--- src/rtl/mem_lsu_ctrl.sv ---
// mem_lsu_ctrl: MEM-stage load/store controller.
// Drives the EX/MEM memory op onto a req/gnt/rvalid data bus. It also formats
// load data, raises misaligned and access-fault traps, and requests an EX/MEM
// stall until the access has completed.
// Ports:
//   i_clk, i_rst                      clock, async active-high reset
//   i_valid, i_ls_op, i_addr, i_wdata EX/MEM memory operation
//   i_stall, i_flush                  pipeline stall (others) / kill MEM op
//   o_dmem_* / i_dmem_*               data-bus initiator interface
//   o_stall_req, o_done               hold EX/MEM / op completed
//   o_load_data                       extended load result
//   o_t_*, o_fault_addr               trap flags and mtval

package cotm32_pkg;
  typedef enum logic [3:0] {
    LSU_NONE = 4'd0,
    LSU_LB,
    LSU_LH,
    LSU_LW,
    LSU_LBU,
    LSU_LHU,
    LSU_SB,
    LSU_SH,
    LSU_SW
  } lsu_ls_op_t;
endpackage

// state | meaning
// IDLE  | no access in flight; issues aligned ops, traps misaligned ones
// REQ   | request raised, waiting for gnt
// WAIT  | granted, waiting for rvalid or timeout
// HOLD  | result registered, presented until the pipeline advances
// DRAIN | flushed op in flight; response is swallowed
module mem_lsu_ctrl
  import cotm32_pkg::*;
#(
  parameter int unsigned TIMEOUT_CYCLES = 16
) (
  input  logic        i_clk,
  input  logic        i_rst,
  input  logic        i_valid,
  input  lsu_ls_op_t  i_ls_op,
  input  logic [31:0] i_addr,
  input  logic [31:0] i_wdata,
  input  logic        i_stall,
  input  logic        i_flush,
  output logic        o_dmem_req,
  output logic        o_dmem_we,
  output logic [31:0] o_dmem_addr,
  output logic [3:0]  o_dmem_be,
  output logic [31:0] o_dmem_wdata,
  input  logic        i_dmem_gnt,
  input  logic        i_dmem_rvalid,
  input  logic [31:0] i_dmem_rdata,
  input  logic        i_dmem_err,
  output logic        o_stall_req,
  output logic        o_done,
  output logic [31:0] o_load_data,
  output logic        o_t_load_addr_misaligned,
  output logic        o_t_store_addr_misaligned,
  output logic        o_t_load_access_fault,
  output logic        o_t_store_access_fault,
  output logic [31:0] o_fault_addr
);

  typedef enum logic [2:0] {S_IDLE, S_REQ, S_WAIT, S_HOLD, S_DRAIN} state_t;

  // Counter value on the last allowed WAIT/DRAIN cycle.
  localparam logic [7:0] TO_LAST = 8'(TIMEOUT_CYCLES - 1);

  state_t      state_q, state_d;
  logic [7:0]  cnt_q, cnt_d;
  logic [31:0] load_q, load_d;
  logic [31:0] faddr_q, faddr_d;
  logic        lflt_q, lflt_d;
  logic        sflt_q, sflt_d;

  logic        is_load, is_store, is_half, is_word;
  logic        memop, misal, aligned_op;
  logic        timeout, resp, fault;
  logic [7:0]  rbyte;
  logic [15:0] rhalf;
  logic [31:0] fmt_load;

  always_comb begin
    is_load  = i_ls_op inside {LSU_LB, LSU_LH, LSU_LW, LSU_LBU, LSU_LHU};
    is_store = i_ls_op inside {LSU_SB, LSU_SH, LSU_SW};
    is_half  = i_ls_op inside {LSU_LH, LSU_LHU, LSU_SH};
    is_word  = i_ls_op inside {LSU_LW, LSU_SW};
  end

  assign memop      = i_valid & (is_load | is_store);
  assign misal      = (is_half & i_addr[0]) | (is_word & (|i_addr[1:0]));
  assign aligned_op = memop & ~misal;
  assign timeout    = (cnt_q == TO_LAST);
  assign resp       = i_dmem_rvalid | timeout;
  // A real response wins over a coincident timeout.
  assign fault      = i_dmem_rvalid ? i_dmem_err : 1'b1;

  assign o_dmem_we   = is_store;
  assign o_dmem_addr = {i_addr[31:2], 2'b00};

  always_comb begin
    o_dmem_be    = 4'b0000;
    o_dmem_wdata = 32'h0;
    case (i_ls_op)
      LSU_LB, LSU_LBU, LSU_SB: begin
        o_dmem_be    = 4'b0001 << i_addr[1:0];
        o_dmem_wdata = {4{i_wdata[7:0]}};
      end
      LSU_LH, LSU_LHU, LSU_SH: begin
        o_dmem_be    = 4'b0011 << i_addr[1:0];
        o_dmem_wdata = {2{i_wdata[15:0]}};
      end
      LSU_LW, LSU_SW: begin
        o_dmem_be    = 4'b1111;
        o_dmem_wdata = i_wdata;
      end
      default: ;
    endcase
  end

  always_comb begin
    case (i_addr[1:0])
      2'd0:    rbyte = i_dmem_rdata[7:0];
      2'd1:    rbyte = i_dmem_rdata[15:8];
      2'd2:    rbyte = i_dmem_rdata[23:16];
      default: rbyte = i_dmem_rdata[31:24];
    endcase
    rhalf = i_addr[1] ? i_dmem_rdata[31:16] : i_dmem_rdata[15:0];
    case (i_ls_op)
      LSU_LB:  fmt_load = {{24{rbyte[7]}}, rbyte};
      LSU_LBU: fmt_load = {24'h0, rbyte};
      LSU_LH:  fmt_load = {{16{rhalf[15]}}, rhalf};
      LSU_LHU: fmt_load = {16'h0, rhalf};
      LSU_LW:  fmt_load = i_dmem_rdata;
      default: fmt_load = 32'h0;
    endcase
  end

  always_comb begin
    state_d                   = state_q;
    cnt_d                     = cnt_q;
    load_d                    = load_q;
    faddr_d                   = faddr_q;
    lflt_d                    = lflt_q;
    sflt_d                    = sflt_q;
    o_dmem_req                = 1'b0;
    o_done                    = 1'b0;
    o_load_data               = 32'h0;
    o_t_load_addr_misaligned  = 1'b0;
    o_t_store_addr_misaligned = 1'b0;
    o_t_load_access_fault     = 1'b0;
    o_t_store_access_fault    = 1'b0;
    o_fault_addr              = 32'h0;
    case (state_q)
      S_IDLE: begin
        if (memop && misal) begin
          o_done                    = 1'b1;
          o_t_load_addr_misaligned  = is_load;
          o_t_store_addr_misaligned = is_store;
          o_fault_addr              = i_addr;
        end else if (aligned_op && !i_flush) begin
          o_dmem_req = 1'b1;
          cnt_d      = 8'd0;
          state_d    = i_dmem_gnt ? S_WAIT : S_REQ;
        end
      end
      S_REQ: begin
        o_dmem_req = 1'b1;
        if (i_dmem_gnt) begin
          // Accepted while being killed: the access is in flight, so drain it.
          cnt_d   = 8'd0;
          state_d = i_flush ? S_DRAIN : S_WAIT;
        end else if (i_flush) begin
          state_d = S_IDLE;
        end
      end
      S_WAIT: begin
        cnt_d = cnt_q + 8'd1;
        if (i_flush) begin
          if (resp) begin
            state_d = S_IDLE;
          end else begin
            cnt_d   = 8'd0;
            state_d = S_DRAIN;
          end
        end else if (resp) begin
          o_done                 = 1'b1;
          o_load_data            = fault ? 32'h0 : fmt_load;
          o_t_load_access_fault  = is_load & fault;
          o_t_store_access_fault = is_store & fault;
          o_fault_addr           = fault ? i_addr : 32'h0;
          if (i_stall) begin
            state_d = S_HOLD;
            load_d  = o_load_data;
            lflt_d  = o_t_load_access_fault;
            sflt_d  = o_t_store_access_fault;
            faddr_d = o_fault_addr;
          end else begin
            state_d = S_IDLE;
          end
        end
      end
      S_HOLD: begin
        o_done                 = 1'b1;
        o_load_data            = load_q;
        o_t_load_access_fault  = lflt_q;
        o_t_store_access_fault = sflt_q;
        o_fault_addr           = faddr_q;
        if (i_flush || !i_stall) state_d = S_IDLE;
      end
      S_DRAIN: begin
        cnt_d = cnt_q + 8'd1;
        if (resp) state_d = S_IDLE;
      end
      default: state_d = S_IDLE;
    endcase
  end

  assign o_stall_req = (aligned_op & ~o_done & ~i_flush) | ((state_q == S_DRAIN) & memop);

  always_ff @(posedge i_clk or posedge i_rst) begin
    if (i_rst) begin
      state_q <= S_IDLE;
      cnt_q   <= 8'd0;
      load_q  <= 32'h0;
      faddr_q <= 32'h0;
      lflt_q  <= 1'b0;
      sflt_q  <= 1'b0;
    end else begin
      state_q <= state_d;
      cnt_q   <= cnt_d;
      load_q  <= load_d;
      faddr_q <= faddr_d;
      lflt_q  <= lflt_d;
      sflt_q  <= sflt_d;
    end
  end

endmodule

--- config.mk ---
export PLATFORM = sky130hd
export DESIGN_NAME = mem_lsu_ctrl
export DESIGN_NICKNAME = d
export VERILOG_FILES = /design/src/rtl/mem_lsu_ctrl.sv
export SDC_FILE = /design/constraint.sdc
export NUM_CORES = 1
export LEC_CHECK = 0
export BUFFER_PORTS_ARGS = -buffer_cell sky130_fd_sc_hd__buf_2
export CAP_MARGIN = 20
export CORE_ASPECT_RATIO = 0.9
export CORE_MARGIN = 5
export CORE_UTILIZATION = 52
export CTS_CLUSTER_DIAMETER = 40
export DETAILED_ROUTE_END_ITERATION = 10
export PLACE_DENSITY = 0.95
export RECOVER_POWER = 100
export SLEW_MARGIN = 15
export SYNTH_ARGS = -nofsm -noshare
export SYNTH_HDL_FRONTEND = slang
export SYNTH_SLANG_ARGS = --single-unit
export TNS_END_PERCENT = 1
--- constraint.sdc ---
create_clock -name i_clk -period 4.8 [get_ports i_clk]
set_input_delay 0.24 -clock i_clk [delete_from_list [all_inputs] [get_ports i_clk]]
set_output_delay 0.24 -clock i_clk [all_outputs]
set_load 0.01 [all_outputs]
==> impl_metrics.json <==
{
  "status": "finished with violations",
  "violations": "capacitance limit, slew limit",
  "io-pin-count": 248,
  "n_antenna_cell": 0,
  "startpoint_type": "flop",
  "vias": 5843,
  "port_buffers": 245,
  "worstSetupPathType": "reg2out",
  "hold_class": "in2reg",
  "reg2reg_to": "faddr_q[23]",
  "drv_slew": 185,
  "grt_use_total": 0.262,
  "powerDensity_nw_per_um2": 324,
  "routed_wl_um": 17300,
  "cts_setup_buffers": 0,
  "clock_latency_ns": 0.32,
  "setup_viol": 0,
  "rr_worst_depth": 6,
  "cts_hold_buf": 0,
  "htree_levels": 3,
  "cts_sinks": 77,
  "path_cells": "inv_1 > and3_2 > clkbuf_1 > nand2_1 > o21ai_0 > clkbuf_1",
  "finalCritPeriodShare": 0.787,
  "die-area_sq_um": 12600,
  "setup_tns_ns": 0,
  "synthCells": 650,
  "clkTransAtPathRegs_ns": 0.06,
  "syn2layout_area_growth_pct": 20.2,
  "fin_crit_ns": 3.78,
  "seq_area_frac_synth": 0.355,
  "design_area_sq_um": 6520,
  "worst_slew_pin_slew_ns": 2.31,
  "grt_max_degree": 98,
  "drc_errors": 0,
  "maxSlewHeadroom": -0.537,
  "multiInputGateArea_sq_um": 2950,
  "path_buf_inv": 3,
  "clk_path_buf_depth": 2,
  "regArea_sq_um": 1930,
  "ctsRootBufferMaster": "clkbuf_16",
  "min_path_cells": 3,
  "worst_ep_required_time_ns": 4.56,
  "num-nets-final": 937,
  "grt_pass1_wl_um": 27200,
  "synth-edff-count": 0,
  "synth-seq-cells": 77,
  "cts_made_buffers": 9,
  "wire_per_inst_um": 18.0,
  "die_h_um": 107,
  "cp_common_cell": "clkbuf_1",
  "min_to": "faddr_q[14]",
  "synthArstFlopShare": 1.00,
  "cp_slowest_cell": "clkbuf_1",
  "synth_area_per_cell_sq_um": 8.34,
  "drive_gt1_frac": 0.191,
  "rsz0062_at_grt": "false",
  "routed-wl-met2_um": 8450,
  "initialDrtViolationCount": 635,
  "slowest_delay_ns": 1.47,
  "cts_resized": 0,
  "grt_pass1_vias": 5440,
  "gr-total-overflow": 0,
  "hold_viol": 0,
  "fin_skew_ns": 0.00865,
  "endpoint_kind": "output port",
  "regToRegSetupSlack_ns": 1.56,
  "die_width_um": 118,
  "rows": 35,
  "place_area_sq_um": 6380,
  "gp_congestion": 0.881,
  "dpl.hpwl_um": 12900,
  "highest_layer": "met4",
  "maxCapViolations": 3,
  "tritoncts": "done",
  "coreArea_sq_um": 10200,
  "initial_core_util": 0.531,
  "vdd.ir_drop.worst_uv": 186,
  "synth_cell_types": 58,
  "crit_family": "buffers and inverters",
  "antenna_found_initial": 0,
  "detail-route-antenna-nets": 0,
  "leakage_nw": 2.97,
  "power_mw": 2.11,
  "mappedNetlistArea_sq_um": 5420,
  "crit_fanout": 44,
  "wl_met1_um": 6660,
  "met3_length_um": 1530,
  "timing.rr.start": "cnt_q[0]",
  "nFillCells": 945,
  "hold_start": "i_addr[14]",
  "crit_arrival_ns": 3.54,
  "max_freq_mhz": 265,
  "yosys_warnings": 0,
  "fin_util": 0.639,
  "avgViaCountPerCell": 6.07,
  "synth_ff_type": "dfrtp_1",
  "firstDrtPassIters": 5
}
-- report_power, final --
group,switching [mW],internal (mW)
logic,0.317,0.211
clock network,0.265,0.415
registers,0.106,0.800
total,0.688,1.43
-- routing by layer --
metal	track usage	up-vias
li1	-	2711
met1	0.317	2702
met2	0.447	361
met3	0.0591	69
met4	0.120	0
met5	0	-
-- through the flow --
stage	setup slack [ns]	hold WS (ns)	cells
floorplan	2.59	0.376	651
global placement	1.84	0.405	945
detailed placement	1.77	0.422	945
CTS	1.49	0.0695	961
global route	0.823	0.174	962
finish	1.02	0.174	962
-- cell families after synthesis --
logic type               after synthesis  share of synthesized area
other                                  1                   0.000692
XOR/XNOR                               3                    0.00485
AO/OA/AOI/OAI                        234                      0.306
buffers and inverters                103                      0.101
AND/OR/NAND/NOR                      211                      0.187
flip-flops                            77                      0.355
adder cells (fa/ha/maj)                1                    0.00231
multiplexers                          20                     0.0427
-- worst max path at each step --
stage | from | end | slack (ns) | cells after the start
finish | state_q[2] | o_load_data[14] | 1.02 | 6
detailed placement | i_ls_op[1] | o_load_data[25] | 1.77 | 8
global placement | i_ls_op[1] | o_fault_addr[21] | 1.84 | 7
global route | state_q[2] | o_load_data[14] | 0.82 | 6
floorplan | i_rst | cnt_q[0] | 2.59 | 1
CTS | state_q[1] | o_load_data[25] | 1.49 | 5
-- synth_stat cells (all sizes together) (3+ instances only) --
library cell | instances | area, sq um
nand2 | 123 | 462
o21ai | 83 | 415
dfrtp | 77 | 1930
buf | 54 | 365
a22o | 49 | 429
clkbuf | 33 | 124
a21oi | 29 | 145
nor2 | 18 | 67.6
a221o | 16 | 160
inv | 16 | 60.1
a222oi | 15 | 150
mux2 | 15 | 169
and3 | 12 | 75.1
nand2b | 10 | 70.1
nand3 | 10 | 55.1
a221oi | 7 | 61.3
nor2b | 7 | 43.8
nor3b | 7 | 57.6
a21o | 6 | 45.0
a32o | 5 | 50.1
mux2i | 4 | 40.0
nor3 | 4 | 20.0
o31ai | 4 | 35.0
or2 | 4 | 25.0
a211oi | 3 | 22.5
and2 | 3 | 18.8
nor4b | 3 | 47.5
-- worst min-delay path: cells and delay by family --
kind | cells | cell delay, ns
compound gates | 1 | 0.06
simple gates | 1 | 0.05
buf+inv | 1 | 0.11
-- layout make-up --
| class | count | share of cell area |
|---|---|---|
| clock buffers | 10 | 0.0367 |
| clock inverters | 6 | 0.00960 |
| inverters | 16 | 0.00922 |
| multi-input cells | 471 | 0.453 |
| flip-flops and latches | 77 | 0.296 |
| well taps | 129 | 0.0248 |
| repair buffers | 253 | 0.171 |
-- sequential cells by signal, indices dropped and copies added (netlist names) --
name,flops
state_q,3
faddr_q,32
lflt_q,1
load_q,32
sflt_q,1
cnt_q,8
-- cell usage in the layout (no fill, tap or decap), types with 3 or more instances in the layout --
cell	netlist	final
a221oi_1	7	7
a21o_1	6	6
inv_1	16	16
mux2i_1	4	4
nand2b_1	9	9
a22o_1	49	49
and3_1	12	11
a211oi_1	3	3
dfrtp_1	77	77
nor2_1	18	18
a222oi_1	15	15
o31ai_1	3	4
buf_4	33	4
clkinvlp_4	0	3
a221o_1	16	16
clkbuf_16	0	9
nor3_1	4	4
o21ai_0	72	82
nor2b_1	7	7
nand2_1	123	123
buf_2	13	112
a21oi_1	29	29
a32o_1	5	5
clkbuf_1	33	135
mux2_2	15	15
nand3_1	9	9
nor3b_1	6	6
Note: power is estimated with default switching activity, not from simulation.
